--- config.mk ---
export PLATFORM = sky130hd
export DESIGN_NAME = gun_crosshair
export DESIGN_NICKNAME = d
export VERILOG_FILES = /design/src/rtl/gun_crosshair.sv
export SDC_FILE = /design/constraint.sdc
export NUM_CORES = 1
export LEC_CHECK = 0
export ABC_CLOCK_PERIOD_IN_PS = 2770
export CAP_MARGIN = 15
export CORE_MARGIN = 4
export CORE_UTILIZATION = 45
export DETAILED_ROUTE_END_ITERATION = 7
export GPL_TIMING_DRIVEN = 0
export PLACE_DENSITY_LB_ADDON = 0.2
export SKIP_CTS_REPAIR_TIMING = 1
export SYNTH_ARGS = -nofsm -noshare
export SYNTH_HDL_FRONTEND = slang
export SYNTH_SLANG_ARGS = --single-unit
--- constraint.sdc ---
create_clock -name clk -period 2.77 [get_ports clk]
set_input_delay 0.277 -clock clk [delete_from_list [all_inputs] [get_ports clk]]
set_output_delay 0.277 -clock clk [all_outputs]
set_load 0.005 [all_outputs]
--- src/rtl/gun_crosshair.sv ---
// gun_crosshair: light-gun front end.
// Turns a binned mouse position into screen coordinates. Draws a crosshair
// sprite into the VGA pixel stream with one cycle of latency. Issues a
// single-cycle shot strobe and then locks out further shots for a cooldown.
//
// Handshake note: there is no valid/ready pair on this block.
//   - shot is a pure strobe. It is high for exactly the cycles in which the
//     FSM is IDLE and button_left is high.
//   - The downstream hit-test must sample shoot_x/shoot_y in that same cycle.
module gun_crosshair #(
    parameter int BIN_W    = 6,
    parameter int BIN_SIZE = 10,
    parameter int CD_TICKS = 19_999_999,
    parameter int RADIUS   = 32,
    parameter int MAX_H    = 480
) (
    input  logic             clk,
    input  logic             reset_n,
    input  logic             start,
    input  logic [9:0]       x,
    input  logic [8:0]       y,
    input  logic [BIN_W-1:0] bin_x,
    input  logic [BIN_W-1:0] bin_y,
    input  logic             button_left,
    output logic [9:0]       shoot_x,
    output logic [8:0]       shoot_y,
    output logic             shot,
    output logic             render
);

    // The counter must be able to hold CD_TICKS itself. The +1 keeps that
    // true when CD_TICKS is an exact power of two.
    localparam int CNT_W = (CD_TICKS < 2) ? 1 : $clog2(CD_TICKS + 1);
    localparam logic [CNT_W-1:0] CD_LAST = CNT_W'(CD_TICKS);
    localparam logic [CNT_W-1:0] CNT_ONE = CNT_W'(1);

    // Sprite geometry constants in the signed 12-bit offset domain.
    localparam logic signed [11:0] R_S      = 12'(RADIUS);
    localparam logic signed [11:0] R_M1     = 12'(RADIUS - 1);
    localparam logic signed [11:0] TWO_R    = 12'(2 * RADIUS);
    localparam logic signed [11:0] TWO_R_M1 = 12'(2 * RADIUS - 1);
    localparam logic signed [11:0] TWO_R_M2 = 12'(2 * RADIUS - 2);
    localparam logic signed [11:0] ZERO_S   = 12'sd0;
    localparam logic signed [11:0] ONE_S    = 12'sd1;

    typedef enum logic [0:0] {
        IDLE = 1'b0,
        CD   = 1'b1
    } state_t;

    state_t           state_q, state_d;
    logic [CNT_W-1:0] cd_cnt_q, cd_cnt_d;
    logic             render_q, render_d;

    // ------------------------------------------------------------------
    // Coordinate conversion. Purely combinational; mouse Y grows upward,
    // so it is flipped against the screen height.
    // ------------------------------------------------------------------
    logic [31:0] prod_x;
    logic [31:0] prod_y;
    logic [31:0] inv_y;

    assign prod_x  = 32'(bin_x) * 32'(BIN_SIZE);
    assign prod_y  = 32'(bin_y) * 32'(BIN_SIZE);
    assign inv_y   = 32'(MAX_H) - 32'(prod_y[8:0]);
    assign shoot_x = prod_x[9:0];
    assign shoot_y = inv_y[8:0];

    // start is reserved. The high product bits are intentionally dropped.
    logic unused_ok;
    assign unused_ok = &{1'b0, start, prod_x[31:10], prod_y[31:9], inv_y[31:9]};

    // ------------------------------------------------------------------
    // Renderer. The offsets are signed, so a crosshair hanging off the left
    // or top edge produces a negative corner. That corner clips instead of
    // wrapping to the far side of the screen.
    // ------------------------------------------------------------------
    logic signed [11:0] left_s;
    logic signed [11:0] top_s;
    logic signed [11:0] dx;
    logic signed [11:0] dy;
    logic               in_box;
    logic               vbar;
    logic               hbar;
    logic               outline_x;
    logic               outline_y;

    // Box-relative pixel offsets and the pattern decode.
    always_comb begin
        left_s    = $signed({2'b00, shoot_x}) - R_S;
        top_s     = $signed({3'b000, shoot_y}) - R_S;
        dx        = $signed({2'b00, x}) - left_s;
        dy        = $signed({3'b000, y}) - top_s;
        in_box    = (dx >= ZERO_S) && (dx < TWO_R) &&
                    (dy >= ZERO_S) && (dy < TWO_R);
        vbar      = (dx == R_M1) || (dx == R_S);
        hbar      = (dy == R_M1) || (dy == R_S);
        outline_x = (dx == ZERO_S) || (dx == ONE_S) ||
                    (dx == TWO_R_M2) || (dx == TWO_R_M1);
        outline_y = (dy == ZERO_S) || (dy == ONE_S) ||
                    (dy == TWO_R_M2) || (dy == TWO_R_M1);
        render_d  = in_box && (vbar || hbar || outline_x || outline_y);
    end

    // Pixel pipeline register: render lags (x,y) by one cycle.
    always_ff @(posedge clk or negedge reset_n) begin
        if (!reset_n) begin
            render_q <= 1'b0;
        end else begin
            render_q <= render_d;
        end
    end

    assign render = render_q;

    // ------------------------------------------------------------------
    // Shot / cooldown FSM
    // ------------------------------------------------------------------

    // FSM state register.
    always_ff @(posedge clk or negedge reset_n) begin
        if (!reset_n) begin
            state_q <= IDLE;
        end else begin
            state_q <= state_d;
        end
    end

    // Next-state logic. Leaving CD waits for the counter to sit at its
    // terminal value, which adds one cycle beyond CD_TICKS.
    always_comb begin
        state_d = state_q;
        case (state_q)
            IDLE: if (shot)                  state_d = CD;
            CD:   if (cd_cnt_q == CD_LAST)   state_d = IDLE;
            default:                         state_d = IDLE;
        endcase
    end

    // FSM outputs. A held button fires again on the first IDLE cycle.
    always_comb begin
        shot = 1'b0;
        if (state_q == IDLE) begin
            shot = button_left;
        end
    end

    // Cooldown counter next value. It clears on a shot, counts while in CD,
    // and saturates at CD_LAST.
    always_comb begin
        cd_cnt_d = cd_cnt_q;
        if (shot) begin
            cd_cnt_d = '0;
        end else if ((state_q == CD) && (cd_cnt_q != CD_LAST)) begin
            cd_cnt_d = cd_cnt_q + CNT_ONE;
        end
    end

    // Cooldown counter register.
    always_ff @(posedge clk or negedge reset_n) begin
        if (!reset_n) begin
            cd_cnt_q <= '0;
        end else begin
            cd_cnt_q <= cd_cnt_d;
        end
    end

endmodule

After elaboration in Yosys (flattened, before gate mapping):

Cells that the tools add are included.

* bits in registers: 27
* input port bits: 35
* logic and storage cells: 53

* $add $sub $neg: 6
* multipliers: 2
* magnitude comparators: 4
* eq/ne operators: 12
* mux-type cells: 6
* bitwise logic cells: 1
* reduce and logical (&&, ||, !) cells: 19

Operators with widths (count)
* 2-to-1 mux 25 bit: 2
* == test 12 x 7 -> 1 bit, second input constant: 3
* == test 11 x 7 -> 1 bit, second input constant: 3
* adder 25 x 1 -> 25 bit, second input constant: 1
* == test 25 bit, second input constant: 1
* != test 25 bit, second input constant: 1
* logical NOT 12 bit: 2
* == test 12 x 2 -> 1 bit, second input constant: 1
* == test 12 x 6 -> 1 bit, second input constant: 1
* >= comparator 12 x 1 -> 1 bit, second input constant: 1
* less-than comparator 12 x 8 -> 1 bit, second input constant: 1
* subtractor 11 x 11 -> 12 bit: 1
* == test 11 x 2 -> 1 bit, second input constant: 1
* == test 11 x 6 -> 1 bit, second input constant: 1
* >= comparator 11 x 1 -> 1 bit, second input constant: 1
* logical OR 1 bit: 11
* less-than comparator 11 x 8 -> 1 bit, second input constant: 1
* subtractor 10 x 10 -> 11 bit: 1
* subtractor 10 x 6 -> 11 bit, second input constant: 1
* subtractor 9 x 6 -> 10 bit, second input constant: 1
* multiplier 6 x 3 -> 9 bit, second input constant: 1
* subtractor 9 bit, first input constant: 1
* multiplier 6 x 3 -> 8 bit, second input constant: 1
* logical AND 1 bit: 5
* 4 further kinds: 6

Depth between registers and ports, before layout:

* depth after elaboration: 10
* depth in mapped cells: 16
* gate-level depth less buffers: 16

Worst setup path before layout:

OpenSTA, ideal clock, no wires.

* path type: input-to-reg
* start: input bin_y[1]
* end: register render_q, in the netlist render
* setup time: 0.096 ns
* arrival time: 3.402 ns
* data required time: 2.674 ns
* setup slack: -0.727 ns
* stages on the path: 13
* buffers on the path: 0
* cells stage by stage: ha_1 -> ha_1 -> fa_1 -> o41ai_4 -> xnor2_1 -> ha_1 -> ha_1 -> or2_2 -> and3_1 -> o21ai_0 -> nand2_1 -> mux2_4 -> nor4_2

* longest elaborated chain between the ends: 10
* elaborated cells on any way between the ends: 22

Ends and longest elaborated chain
* start: declaration: RTL line 23 `input logic [BIN_W-1:0] bin_y,`
* multiplier 6 x 3 -> 8 bit (*): RTL line 64 `assign prod_y = 32'(bin_y) * 32'(BIN_SIZE);`
* subtractor 9 bit (*): RTL line 65 `assign inv_y = 32'(MAX_H) - 32'(prod_y[8:0]);`
* subtractor 9 x 6 -> 10 bit (*): RTL line 91 `top_s = $signed({3'b000, shoot_y}) - R_S;`
* subtractor 10 x 10 -> 11 bit (*): RTL line 93 `dy = $signed({3'b000, y}) - top_s;`
* parallel branches: the longest is 5 deep, another holds >= comparator 11 x 1 -> 1 bit
* logical AND 1 bit (*): RTL line 102 `render_d = in_box && (vbar || hbar || outline_x || outline_y);`
* net render_d: RTL line 53 `logic render_q, render_d;`
* end signal: assignment: RTL line 110 `render_q <= render_d;`
* end: declaration: RTL line 53

Mark *: on every way through the listed nets, which the timed path passes.
A chain may end at the register's enable or synchronous reset.

Final worst setup path:

* start: input bin_y[3]
* end: register render_q, in the netlist render

Same word-level chain as after synthesis.

==> key figures <==
Status
  – Outcome: complete, but fails checks
  – Violations in the final reports: negative setup slack

Synth
  – Proportion of register bits with asynchronous set or reset after synthesis: 100.0%
  – Post-synth top flop: sky130_fd_sc_hd__dfrtp_1
  – Top cells by count, synth: sky130_fd_sc_hd__ha_1, sky130_fd_sc_hd__dfrtp_1, sky130_fd_sc_hd__inv_1, sky130_fd_sc_hd__nor2_1, sky130_fd_sc_hd__xor2_1
  – Area of the mapped netlist: 2967 µm²
  – Netlist cell types: 62
  – Synth Register Bits: 27
  – Most used standard cell by instance count after synthesis: sky130_fd_sc_hd__ha_1
  – Share of the synthesized area in the top cell type: between 20% and 30%
  – Share of the yosys chip area belonging to registers: approximately 23%
  – Leading cell types by total area after synthesis: sky130_fd_sc_hd__dfrtp_1, sky130_fd_sc_hd__ha_1, sky130_fd_sc_hd__xor2_1
  – Warnings from Yosys: 0
  – Number of instances in the synthesized netlist: around 340
  – Leading area contributor after synthesis: sky130_fd_sc_hd__dfrtp_1
  – Number of enable-type register cells in the synthesized netlist: 0
  – Mean cell area of the mapped netlist: approximately 8.7 µm²

Clock network
  – Clk buf depth: 2
  – Sink Count: 27
  – Number of buffers inserted during clock tree synthesis: 3
  – Clock latency on the worst-skew pair: roughly 0.27 ns
  – H-Tree Level Count: 1
  – TritonCTS clock tree: built
  – Master cell of the clock root buffer: sky130_fd_sc_hd__clkbuf_8
  – Clock slew at reported path FFs: approximately 0.090 ns

Layout
  – Combined area of the multi-input logic cells: ~2400 µm²
  – # fillers: about 540
  – Ant diodes: 0
  – Net total in the final layout: just under 500
  – Layout cells sized above 1: 17.23%
  – Register Area: between 600 and 700 µm²
  – Layout area overhead: 36.10%

Timing
  – Relative slew margins: a little under two thirds
  – Final WS setup: -0.4160 ns
  – Final critical delay including setup and external delays: approximately 3.2 ns
  – Worst clock skew: between 0.002 and 0.003 ns
  – Final Hold Violating Endpoints: 0
  – Number of max-slew violations in the final report: 0
  – FMAX: between 300 and 400 MHz
  – Period utilization: 115.0%
  – Slew at the pin with the worst max-slew slack: 0.5461 ns
  – Setup total negative slack: -0.4160 ns
  – Setup repair after global routing missed its margin: true
  – Number of failing setup endpoints in the final timing report: 1

Global route
  – Global-route wire length before repair: ~11,000 µm
  – Largest net degree at the start of global routing: 19
  – Total routing usage reported by global routing: 16.08%
  – Vias in the first global route: between 2k and 3k
  – Number of antenna violations at the first check in global routing: 0
  – Grt ovf: 0

Die
  – Die W: roughly 89 µm
  – Number of placed I/O pins: 56
  – Initial Util: between 40 and 50%
  – Floorplan die area: 7956 µm²
  – Core Box Area: about 6400 µm²
  – Vertical die dimension: between 80 and 90 µm
  – Number of standard-cell rows in the floorplan: 29

Routing
  – Via/cell ratio: around 5.4
  – Antenna violation net count after detailed routing: 0
  – Drt first-iter violations: between 100 and 150
  – Final wirelength: around 6600 µm
  – Vias: 2,650
  – DRC violation count after routing: 0
  – Number of detailed-routing iterations run before antenna repair: 4
  – Routed WL per cell: between 10 and 15 µm

Critical path
  – R2r startpoint: cd_cnt_q[0]
  – Biggest fanout along the worst timing path: 4
  – Setup CP Type: input pin to flip-flop
  – Crit path capture: render
  – CP endpoint kind: flip-flop
  – Critical path data arrival time: 3.38 ns
  – Nature of the critical path startpoint: input pin
  – R2R cell count: 7
  – Data required time of the worst path: 2.96 ns
  – Endpoint of the most critical register-to-register path: cd_cnt_q[19]
  – First element of the critical path: bin_y[3]
  – Setup slack of the worst register-to-register path: between 0.5 and 0.6 ns

Power and ir drop
  – Overall power after layout: between 2000 and 2500 µW
  – Max IR drop VDD: between 0.3 and 0.4 mV
  – Leakage: roughly 0.0018 µW
  – Cell area power density: between 500 and 600 nW/µm²

Place
  – Last weighted congestion value of the routability-driven placer: 0.7923
  – Hpwl dp: around 5100 µm
  – Total of buffers placed on input and output ports: 52

Job
  – Max-cap violations: 0

Hold path
  – Hold crit path type: input pin to async pin
-- per-layer routing --
| layer | up-vias | wire (µm) | GRT usage (%) |
|---|---|---|---|
| li1 | 1367 | - | - |
| met1 | 1227 | 3135 | 22.21 |
| met2 | 49 | 3165 | 27.93 |
| met3 | 7 | 211 | 0.9217 |
| met4 | 0 | 57 | 2.977 |
| met5 | - | 0 | 0 |
-- how the worst min path moves through the flow --
stage	start	to	slack (ns)	cells after the start
after CTS	reset_n	cd_cnt_q[7]	0.36	1
after global placement	cd_cnt_q[0]	cd_cnt_q[0]	0.52	1
after detailed placement	cd_cnt_q[5]	cd_cnt_q[5]	0.54	2
after global routing	reset_n	cd_cnt_q[7]	0.39	1
after floorplan	reset_n	cd_cnt_q[0]	-0.02	0
final	reset_n	cd_cnt_q[8]	0.35	1
-- state kept, by name, summed over array words and instances (netlist names) --
signal / count
cd_cnt_q: 25
state_q: 1
render: 1
-- cells in the final DEF, fill, tap and decap left out, types with 7 or more instances in the layout --
| master | synthesis | routed |
|---|---|---|
| sky130_fd_sc_hd__dfrtp_1 | 27 | 27 |
| sky130_fd_sc_hd__o21ai_1 | 8 | 7 |
| sky130_fd_sc_hd__dlymetal6s2s_1 | 0 | 10 |
| sky130_fd_sc_hd__buf_4 | 5 | 18 |
| sky130_fd_sc_hd__inv_1 | 26 | 26 |
| sky130_fd_sc_hd__nand2_1 | 17 | 17 |
| sky130_fd_sc_hd__nand3_1 | 11 | 11 |
| sky130_fd_sc_hd__nand4_1 | 7 | 7 |
| sky130_fd_sc_hd__xor2_1 | 19 | 16 |
| sky130_fd_sc_hd__a21oi_1 | 18 | 16 |
| sky130_fd_sc_hd__clkdlybuf4s50_1 | 0 | 38 |
| sky130_fd_sc_hd__nor2_1 | 25 | 25 |
| sky130_fd_sc_hd__or3_1 | 8 | 8 |
| sky130_fd_sc_hd__ha_1 | 37 | 28 |
| sky130_fd_sc_hd__xnor2_1 | 18 | 14 |
| sky130_fd_sc_hd__o21ai_0 | 13 | 12 |
| sky130_fd_sc_hd__ha_4 | 0 | 8 |
-- kinds of logic after synthesis --
| logic type | after synthesis | share of synthesized area, % |
|---|---|---|
| AO/OA/AOI/OAI | 73 | 16.79 |
| XOR/XNOR | 37 | 10.92 |
| adder cells (fa/ha/maj) | 41 | 18.30 |
| buffers and inverters | 34 | 4.935 |
| flip-flops | 27 | 22.78 |
| multiplexers | 4 | 1.518 |
| other | 1 | 0.1264 |
| AND/OR/NAND/NOR | 125 | 24.63 |
-- per-stage QoR --
step                worst slack, ns  cells  utilization [%]  instance area, µm²  hold slack (ns)
floorplan                   -0.4572    343                -                3067         -0.01859
global placement             -1.306    472            57.68                3684           0.5159
detailed placement           -1.316    473            58.11                3711           0.5404
CTS                          -1.059    477            58.82                3756           0.3614
global route                -0.5580    489            63.22                4038           0.3933
finish                      -0.4160    489            63.22                4038           0.3453
-- worst max-delay path, cell delays in order --
cell	delay, ns
sky130_fd_sc_hd__buf_8	0.10
sky130_fd_sc_hd__ha_4	0.23
sky130_fd_sc_hd__ha_4	0.16
sky130_fd_sc_hd__fa_2	0.59
sky130_fd_sc_hd__o41ai_4	0.12
sky130_fd_sc_hd__xnor2_2	0.17
sky130_fd_sc_hd__ha_1	0.32
sky130_fd_sc_hd__ha_4	0.29
sky130_fd_sc_hd__o21a_1	0.12
sky130_fd_sc_hd__o31a_1	0.25
sky130_fd_sc_hd__nor3_4	0.08
sky130_fd_sc_hd__o21a_1	0.20
sky130_fd_sc_hd__mux2_4	0.27
sky130_fd_sc_hd__nor4_2	0.19
-- report_power, final --
| group | total [µW] | leakage [µW] | internal [µW] | switching (µW) |
|---|---|---|---|---|
| Sequential | 537 | 0.000355 | 461 | 76.9 |
| Combinational | 1480 | 0.00143 | 769 | 707 |
| Clock | 224 | 0.0000228 | 103 | 121 |
-- cell type report --
cell class	instances	share of cell area [%]
Timing Repair Buffer	65	16.39
Buffer	8	1.209
Sequential cell	27	16.73
Tap cell	77	2.386
Clock buffer	4	1.116
Inverter	26	2.417
Multi-Input combinational cell	282	59.75
(Power assumes the default switching activity.)
